<file path="src/rtl/sequence_gen.sv">
// -----------------------------------------------------------------------------
// sequence_gen
//
// Serial frame generator. This is the transmit-side partner of the 6-bit
// sequence_detect block.
//
// Words arrive on a valid/ready handshake and are buffered in a 2-entry FIFO.
// They are sent MSB-first on `data` as back-to-back 6-cycle frames. A frame
// boundary occurs every 6 cycles without stalling. If the FIFO is empty at a
// boundary, IDLE_WORD is sent instead, so the frame grid never slips.
//
// Handshake (in_valid / in_ready):
//   A word transfers on a rising edge where in_valid && in_ready.
//   While in_valid is high and in_ready is low, in_word must be held stable.
//   in_ready does not depend on in_valid, and it never rises in the same
//   cycle as a pop.
//
// Parameters
//   IDLE_WORD  fill word sent when the FIFO is empty at a frame boundary
//   CNT_W      width of the optional frame counters
//
// Ports
//   clk          rising-edge clock
//   rst_n        synchronous active-low reset
//   in_valid     in_word is valid
//   in_word[5:0] parallel word; bit 5 goes out first
//   in_ready     FIFO can accept (combinational: rst_n && fifo not full)
//   data         registered serial output
//   frame_start  high while data carries bit 5 of a frame
//   frame_idle   high for all 6 cycles of an IDLE_WORD frame
//   word_cnt     words transmitted      (only with SEQ_GEN_CNT_EN)
//   idle_cnt     idle frames transmitted (only with SEQ_GEN_CNT_EN)
//   state_dbg    control state (0 = RESET, 1 = RUN)
//
// Optional feature
//   Define SEQ_GEN_CNT_EN to add the word_cnt/idle_cnt counters and ports.
// -----------------------------------------------------------------------------
module sequence_gen #(
  parameter logic [5:0] IDLE_WORD = 6'b000000,
  parameter int         CNT_W     = 16
) (
  input  logic             clk,
  input  logic             rst_n,
  input  logic             in_valid,
  input  logic [5:0]       in_word,
  output logic             in_ready,
  output logic             data,
  output logic             frame_start,
  output logic             frame_idle,
`ifdef SEQ_GEN_CNT_EN
  output logic [CNT_W-1:0] word_cnt,
  output logic [CNT_W-1:0] idle_cnt,
`endif
  output logic             state_dbg
);

  typedef enum logic {
    ST_RESET = 1'b0,
    ST_RUN   = 1'b1
  } state_e;

  state_e     state_q, state_d;

  logic [2:0] pos_q;
  logic [1:0] cnt_q;
  logic [5:0] mem0_q;   // FIFO head
  logic [5:0] mem1_q;   // FIFO second entry
  logic [4:0] shift_q;  // remaining bits of the current frame
  logic       data_q;
  logic       frame_start_q;
  logic       frame_idle_q;

  logic       load;
  logic       push;
  logic       pop;
  logic [5:0] src_word;

  // ---------------------------------------------------------------------------
  // Control FSM: state register
  // ---------------------------------------------------------------------------
  always_ff @(posedge clk) begin
    if (!rst_n) begin
      state_q <= ST_RESET;
    end else begin
      state_q <= state_d;
    end
  end

  // ---------------------------------------------------------------------------
  // Control FSM: next state. Reset itself is handled in the state register.
  // ---------------------------------------------------------------------------
  always_comb begin
    state_d = state_q;
    case (state_q)
      ST_RESET: state_d = ST_RUN;
      ST_RUN:   state_d = ST_RUN;
      default:  state_d = ST_RESET;
    endcase
  end

  // ---------------------------------------------------------------------------
  // Control FSM: outputs and strobes
  // ---------------------------------------------------------------------------
  always_comb begin
    state_dbg = state_q;
    in_ready  = rst_n && (cnt_q != 2'd2);
    // Reset parks pos at 0, so the first edge out of reset is a load edge.
    load      = rst_n && (pos_q == 3'd0);
    push      = in_valid && in_ready;
    // A word pushed on a load edge into an empty FIFO is not seen here.
    // It waits for the next frame.
    pop       = load && (cnt_q != 2'd0);
    src_word  = pop ? mem0_q : IDLE_WORD;
  end

  // ---------------------------------------------------------------------------
  // Bit counter, FIFO and serializer
  // ---------------------------------------------------------------------------
  always_ff @(posedge clk) begin
    if (!rst_n) begin
      pos_q         <= 3'd0;
      cnt_q         <= 2'd0;
      mem0_q        <= 6'd0;
      mem1_q        <= 6'd0;
      shift_q       <= 5'd0;
      data_q        <= 1'b0;
      frame_start_q <= 1'b0;
      frame_idle_q  <= 1'b0;
    end else begin
      pos_q <= (pos_q == 3'd5) ? 3'd0 : pos_q + 3'd1;

      case ({push, pop})
        2'b10: begin
          if (cnt_q == 2'd0) begin
            mem0_q <= in_word;
          end else begin
            mem1_q <= in_word;
          end
          cnt_q <= cnt_q + 2'd1;
        end
        2'b01: begin
          mem0_q <= mem1_q;
          cnt_q  <= cnt_q - 2'd1;
        end
        2'b11: begin
          // This case only happens at cnt_q == 1, because a full FIFO blocks
          // push. The old head leaves and the new word becomes the head.
          mem0_q <= in_word;
        end
        default: ;
      endcase

      if (load) begin
        data_q        <= src_word[5];
        shift_q       <= src_word[4:0];
        frame_start_q <= 1'b1;
        frame_idle_q  <= !pop;
      end else begin
        data_q        <= shift_q[4];
        shift_q       <= {shift_q[3:0], 1'b0};
        frame_start_q <= 1'b0;
      end
    end
  end

  assign data        = data_q;
  assign frame_start = frame_start_q;
  assign frame_idle  = frame_idle_q;

`ifdef SEQ_GEN_CNT_EN
  logic [CNT_W-1:0] word_cnt_q;
  logic [CNT_W-1:0] idle_cnt_q;

  // Both counters wrap naturally at 2^CNT_W.
  always_ff @(posedge clk) begin
    if (!rst_n) begin
      word_cnt_q <= '0;
      idle_cnt_q <= '0;
    end else if (load) begin
      if (pop) begin
        word_cnt_q <= word_cnt_q + 1'b1;
      end else begin
        idle_cnt_q <= idle_cnt_q + 1'b1;
      end
    end
  end

  assign word_cnt = word_cnt_q;
  assign idle_cnt = idle_cnt_q;
`endif

endmodule

</file>
<file path="config.mk">
export PLATFORM = sky130hd
export DESIGN_NAME = sequence_gen
export DESIGN_NICKNAME = d
export VERILOG_FILES = /design/src/rtl/sequence_gen.sv
export SDC_FILE = /design/constraint.sdc
export NUM_CORES = 1
export LEC_CHECK = 0
export BUFFER_PORTS_ARGS = -buffer_cell sky130_fd_sc_hd__buf_2
export CAP_MARGIN = 20
export CORE_ASPECT_RATIO = 1.4
export CORE_MARGIN = 5
export CORE_UTILIZATION = 55
export DETAILED_ROUTE_END_ITERATION = 10
export GPL_ROUTABILITY_DRIVEN = 0
export PLACE_DENSITY = 0.76
export SLEW_MARGIN = 20
export SYNTH_ARGS = -nofsm -noshare
export SYNTH_HDL_FRONTEND = slang
export SYNTH_SLANG_ARGS = --single-unit
</file>
<file path="constraint.sdc">
create_clock -name clk -period 2.5 [get_ports clk]
set_input_delay 0.5 -clock clk [delete_from_list [all_inputs] [get_ports clk]]
set_output_delay 0.5 -clock clk [all_outputs]
set_load 0.02 [all_outputs]
</file>
==> results.py, run 1 <==
metrics = {
    "grt": {
        "grt_pass1_wl_mm": 3.332,
        "track_usage_pct": 13.03,
        "grt_pass1_vias": 788,
        "grt_max_degree": 20,
        "antenna_found_initial": 0,
        "overflow": 0,
    },
    "timing": {
        "period_share_pct": 81.23,
        "setup_viol_count_final": 0,
        "finalMaxSlewViolations": 0,
        "tightestPinTransition_ns": 0.4250,
        "skew_ns": 0.004367,
        "fin_crit_ns": 2.031,
        "max_freq_mhz": 492.4,
        "setup_tns_ns": 0,
        "rsz0062_at_grt": "false",
        "max_slew_margin_pct": 71.66,
        "hold_viol": 0,
    },
    "power_and_ir_drop": {
        "p_switching_w": 0.0002347,
        "internal_power_w": 0.0006905,
        "powerDensity_nw_per_um2": 735.8,
        "power.total_w": 0.0009252,
        "peakVddDrop_uv": 493.3,
        "seqPwrFrac_pct": 51.1,
        "combinationalPowerShare_pct": 17.7,
        "p_leak_nw": 0.5705,
        "clkPwrFrac_pct": 31.2,
        "swShare_pct": 25.37,
    },
    "yosys": {
        "ys_seq_elements": 26,
        "yosys_warnings": 0,
        "synthCells": 107,
        "synth_cell_types": 25,
        "synth_area_um2": 1136,
        "ys_seq_area_share_pct": 45.81,
        "syn_nets": 121,
        "syn_avg_cell_area_um2": 10.62,
    },
    "die": {
        "dieArea_um2": 3087,
        "die_x_um": 48.41,
        "io_pins": 14,
        "rows": 19,
        "core_um2": 1973,
        "start_util_pct": 57.58,
        "die_h_um": 63.78,
    },
    "hold_path": {
        "hold_path_class": "in -> reg",
    },
    "clock_network": {
        "post_cts_buffers": 0,
        "clkSinkCount": 26,
        "postCtsResizedCells": 0,
        "clock_path_buffers": 2,
        "cts_tree": "built",
        "worstSkewPairLatency_ns": 0.32,
        "hold_buffers": 0,
        "numCtsBuffers": 3,
        "cts_root_buf": "clkbuf_4",
        "htreeDepth": 1,
        "clk_pin_slew_ns": 0.14,
    },
    "run_status": {
        "outcome": "finished clean",
    },
    "setup_path": {
        "critPathCaptureType": "flip-flop",
        "critPathBufInv": 1,
        "criticalPathCategory": "reg -> reg",
        "required_ns": 2.76,
        "ff2ff_setup_slack_ns": 0.47,
        "cp_top_family": "simple AND/OR/NAND/NOR gates",
        "max_stage_delay_ns": 0.37,
        "crit_chain": "inv_1 > ha_1 > nand2b_1 > nor3b_4 > ha_1 > xnor2_1 > or3_1 > a21boi_0",
        "path_max_fanout": 7,
        "crit_top_cell": "ha_1",
        "cp-start-kind": "flip-flop",
        "critPathArrivalTime_ns": 2.29,
        "worst_path_max_delay_cell": "ha_1",
    },
    "route": {
        "firstDrtPassIters": 4,
        "viasPerCell": 5.270,
        "drcViolationCount": 0,
        "totalWireLength_mm": 1.860,
        "drt-initial-drc-count": 13,
        "via_count": 743,
        "ant_nets": 0,
        "wl_per_cell_um": 13.19,
    },
    "place": {
        "io_buffers": 13,
        "hpwl_mm": 1.393,
    },
    "cells_and_area": {
        "n_antenna_cell": 0,
        "area_growth_pct": 10.68,
        "nets": 135,
        "final_layout_size_suffix_gt1_share_pct": 24.17,
        "nFillCells": 167,
    },
    "flow_run": {
        "drv_cap": 0,
    },
}
==> through the flow <==
stage	instance area, um2	utilization (%)	setup slack, ns	hold slack, ns	cells
floorplan	1136	-	0.3130	0.4296	107
global placement	1205	61.07	0.4412	0.4412	137
detailed placement	1205	61.07	0.3188	0.4502	137
CTS	1257	63.73	0.4373	0.4085	141
global route	1257	63.73	0.2961	0.3990	141
finish	1257	63.73	0.4691	0.4124	141
==> layout make-up <==
class | count | area [um2] | share of cell area (%)
multi-input cells | 71 | 563.0 | 44.78
inverters | 4 | 15.01 | 1.194
well taps | 21 | 26.28 | 2.090
clock inverters | 1 | 30.03 | 2.388
flip-flops and latches | 26 | 520.5 | 41.39
repair buffers | 15 | 80.08 | 6.368
clock buffers | 3 | 22.52 | 1.791
==> kinds of logic (layout without fill, tap and decap cells) <==
group                      Yosys count  count (layout)  synth area share, %
DFF                                 26              26                45.82
AOI/OAI and AO/OA                   11              11                8.040
and+or+nand+nor                     34              34                16.63
muxes                               19              19                17.84
buffers and inverters               10              23                4.625
adders and majority gates            5               5                5.507
xor gates and xnor gates             2               2                1.542
==> power by group through the flow <==
stage / clock (W) / sequential (W) / combinational (W)
2_1_floorplan: 0 / 0.000478 / 0.000138
3_3_place_gp: 0 / 0.000479 / 0.000161
3_5_place_dp: 0 / 0.000482 / 0.000165
4_1_cts: 0.000296 / 0.000473 / 0.000167
5_1_grt: 0.000315 / 0.000477 / 0.000183
6_report: 0.000289 / 0.000472 / 0.000164
==> worst paths after layout <==
kind,startpoint,endpoint,cells after the start
setup / recovery,pos_q[0],cnt_q[1],8
hold / removal,rst_n,state_dbg,1
setup reg to reg,pos_q[0],cnt_q[1],8
hold reg to reg,mem0_q[4],mem0_q[4],2
==> registers in the layout (all words and copies together) (netlist names) <==
register,flops
frame_start,1
pos_q,3
mem0_q,6
state_dbg,1
data,1
shift_q,5
cnt_q,2
frame_idle,1
mem1_q,6
==> cells in the mapped netlist (all sizes together) <==
cell type  instances  area share, %
or3                1           0.55
buf                3            2.3
o21a               1           0.66
xnor2              2            1.5
nor2b              8            4.4
nand2             14            4.6
clkbuf             3           0.99
ha                 5            5.5
nand2b             1           0.55
dfxtp             26             46
o21ai              3            1.7
and2               4            2.2
a32o               5            4.4
inv                4            1.3
a21boi             2            1.3
and3               2            1.1
nor3b              2            2.3
nor2               2           0.88
mux2               7            7.3
mux2i             12             11
==> routing by layer <==
layer  routed length, um  track usage [%]  vias up
met2                 950            22.55       11
met4                  24            5.190        0
met5                   0                0        -
met1                 811            15.24      338
met3                  73            3.023        2
li1                    -                -      392
==> placed cells by master (no fill, tap or decap), types with 3 or more instances in the layout <==
cell / n
a32o_1: 5
and2_1: 4
buf_2: 13
clkbuf_4: 3
dfxtp_1: 26
ha_1: 5
inv_1: 4
mux2_2: 6
mux2i_1: 12
nand2_1: 14
nor2b_1: 8
Note: power is estimated with default switching activity, not from simulation.
==> run 2: changes to the inputs <==
==> constraint.sdc (replaced) <==
create_clock -name clk -period 2 [get_ports clk]
set_input_delay 0.4 -clock clk [delete_from_list [all_inputs] [get_ports clk]]
set_output_delay 0.4 -clock clk [all_outputs]
set_load 0.02 [all_outputs]
==> run 2 against run 1 <==
Compared with the run above: die area did not move; sequential power rose by 25%; critical path depth rose by 1.
==> results.py, run 2 (synthesized netlist as in run 1, its figures left out) <==
metrics = {
    "clock_network": {
        "clkSinkCount": 26,
        "numCtsBuffers": 3,
        "hold_buffers": 0,
        "worstSkewPairLatency_ns": 0.32,
        "cts_root_buf": "clkbuf_4",
        "cts_tree": "built",
        "htreeDepth": 1,
        "clk_pin_slew_ns": 0.14,
        "clock_path_buffers": 2,
    },
    "grt": {
        "grt_pass1_wl_mm": 3.056,
        "track_usage_pct": 11.85,
        "grt_pass1_vias": 723,
        "overflow": 0,
        "antenna_found_initial": 0,
        "grt_max_degree": 26,
    },
    "cells_and_area": {
        "nets": 137,
        "area_growth_pct": 13.11,
        "final_layout_size_suffix_gt1_share_pct": 26.23,
        "n_antenna_cell": 0,
        "layout_common_cells": "dfxtp_1, nand2_1, buf_2",
        "reg_top3": "mem0_q: 6 flops, mem1_q: 6 flops, shift_q: 5 flops",
        "layout_commonest_cell": "dfxtp_1",
        "finish.utilization_pct": 65.12,
    },
    "power_and_ir_drop": {
        "internal_power_w": 0.0008734,
        "peakVddDrop_uv": 660.1,
        "p_leak_nw": 0.5812,
        "seqPwrFrac_pct": 50.6,
        "p_switching_w": 0.0002899,
        "clkPwrFrac_pct": 30.8,
        "powerDensity_nw_per_um2": 905.3,
        "combinationalPowerShare_pct": 18.6,
        "swShare_pct": 24.92,
        "power.total_w": 0.001163,
    },
    "setup_path": {
        "critPathBufInv": 2,
        "critPathCaptureType": "flip-flop",
        "path_max_fanout": 6,
        "required_ns": 2.23,
        "cp_top_family": "simple AND/OR/NAND/NOR gates",
        "max_stage_delay_ns": 0.36,
        "criticalPathCategory": "reg -> reg",
        "critPathArrivalTime_ns": 2.06,
        "crit_chain": "inv_1 > ha_1 > nand2b_1 > nor3b_4 > inv_1 > ha_1 > o21ai_2 > mux2i_1 > nor2b_1",
        "worst_path_max_delay_cell": "dfxtp_1",
        "cp-start-kind": "flip-flop",
    },
    "hold_path": {
        "hold_path_class": "in -> reg",
    },
    "die": {
        "io_pins": 14,
        "die_h_um": 63.78,
        "dieArea_um2": 3087,
        "rows": 19,
        "core_um2": 1973,
        "die_x_um": 48.41,
        "start_util_pct": 57.58,
    },
    "timing": {
        "finalMaxSlewViolations": 0,
        "rsz0062_at_grt": "false",
        "setup_viol_count_final": 0,
        "max_slew_margin_pct": 71.56,
        "skew_ns": 0.005541,
        "setup_tns_ns": 0,
        "tightestPinTransition_ns": 0.4266,
        "hold_viol": 0,
        "max_freq_mhz": 547.1,
        "period_share_pct": 91.39,
        "fin_crit_ns": 1.828,
    },
    "route": {
        "drt-initial-drc-count": 7,
        "via_count": 745,
        "wl_per_cell_um": 12.24,
        "totalWireLength_mm": 1.750,
        "drcViolationCount": 0,
        "firstDrtPassIters": 2,
        "viasPerCell": 5.210,
        "ant_nets": 0,
    },
    "place": {
        "hpwl_mm": 1.324,
        "io_buffers": 13,
    },
    "run_status": {
        "outcome": "finished clean",
    },
    "flow_run": {
        "drv_cap": 0,
    },
}
==> run 2: stage by stage <==
step,hold WS (ns),worst slack [ns],instances,area (um2)
after global placement,0.4427,0.1346,138,1212
after global routing,0.2436,0.01947,143,1285
final,0.2698,0.1722,143,1285
after CTS,0.2671,0.03559,142,1265
after floorplan,0.4277,0.06161,107,1136
after detailed placement,0.4538,0.06949,138,1212
==> run 2: path summary, 6_finish.rpt <==
path / depth (start not counted) / endpoint / slack [ns] / startpoint
setup / recovery: 9 / mem1_q[3] / 0.17 / pos_q[0]
hold / removal: 1 / state_dbg / 0.27 / rst_n
setup reg to reg: 9 / mem1_q[3] / 0.17 / pos_q[0]
hold reg to reg: 2 / mem0_q[0] / 0.47 / mem0_q[0]
==> run 2: timing repair <==
action	CTS	global route
gates resized for setup	0	2
setup buffers	0	1
setup endpoints to repair	0	7
==> run 2: area by class of cell <==
| cell class | instances | area [um2] |
|---|---|---|
| repair buffers | 17 | 95.09 |
| fillers | 159 | 688.2 |
| inverters | 4 | 15.01 |
| multi-input cells | 71 | 575.6 |
| well taps | 21 | 26.28 |
| clock inverters | 1 | 30.03 |
| flip-flops and latches | 26 | 520.5 |
| clock buffers | 3 | 22.52 |
==> run 2: power by group through the flow <==
| stage | registers [W] | logic, W | clock network [W] |
|---|---|---|---|
| 2_1_floorplan | 0.000598 | 0.000172 | 0 |
| 3_3_place_gp | 0.000599 | 0.000205 | 0 |
| 3_5_place_dp | 0.000600 | 0.000211 | 0 |
| 4_1_cts | 0.000589 | 0.000212 | 0.000365 |
| 5_1_grt | 0.000596 | 0.000238 | 0.000390 |
| 6_report | 0.000589 | 0.000216 | 0.000358 |
==> run 2: routing by layer <==
| layer | global-route usage (%) | part of all wire, % |
|---|---|---|
| met1 | 13.42 | 45 |
| met2 | 20.26 | 50 |
| met3 | 3.488 | 3.4 |
| met4 | 5.190 | 1.3 |
| met5 | 0 | 0 |
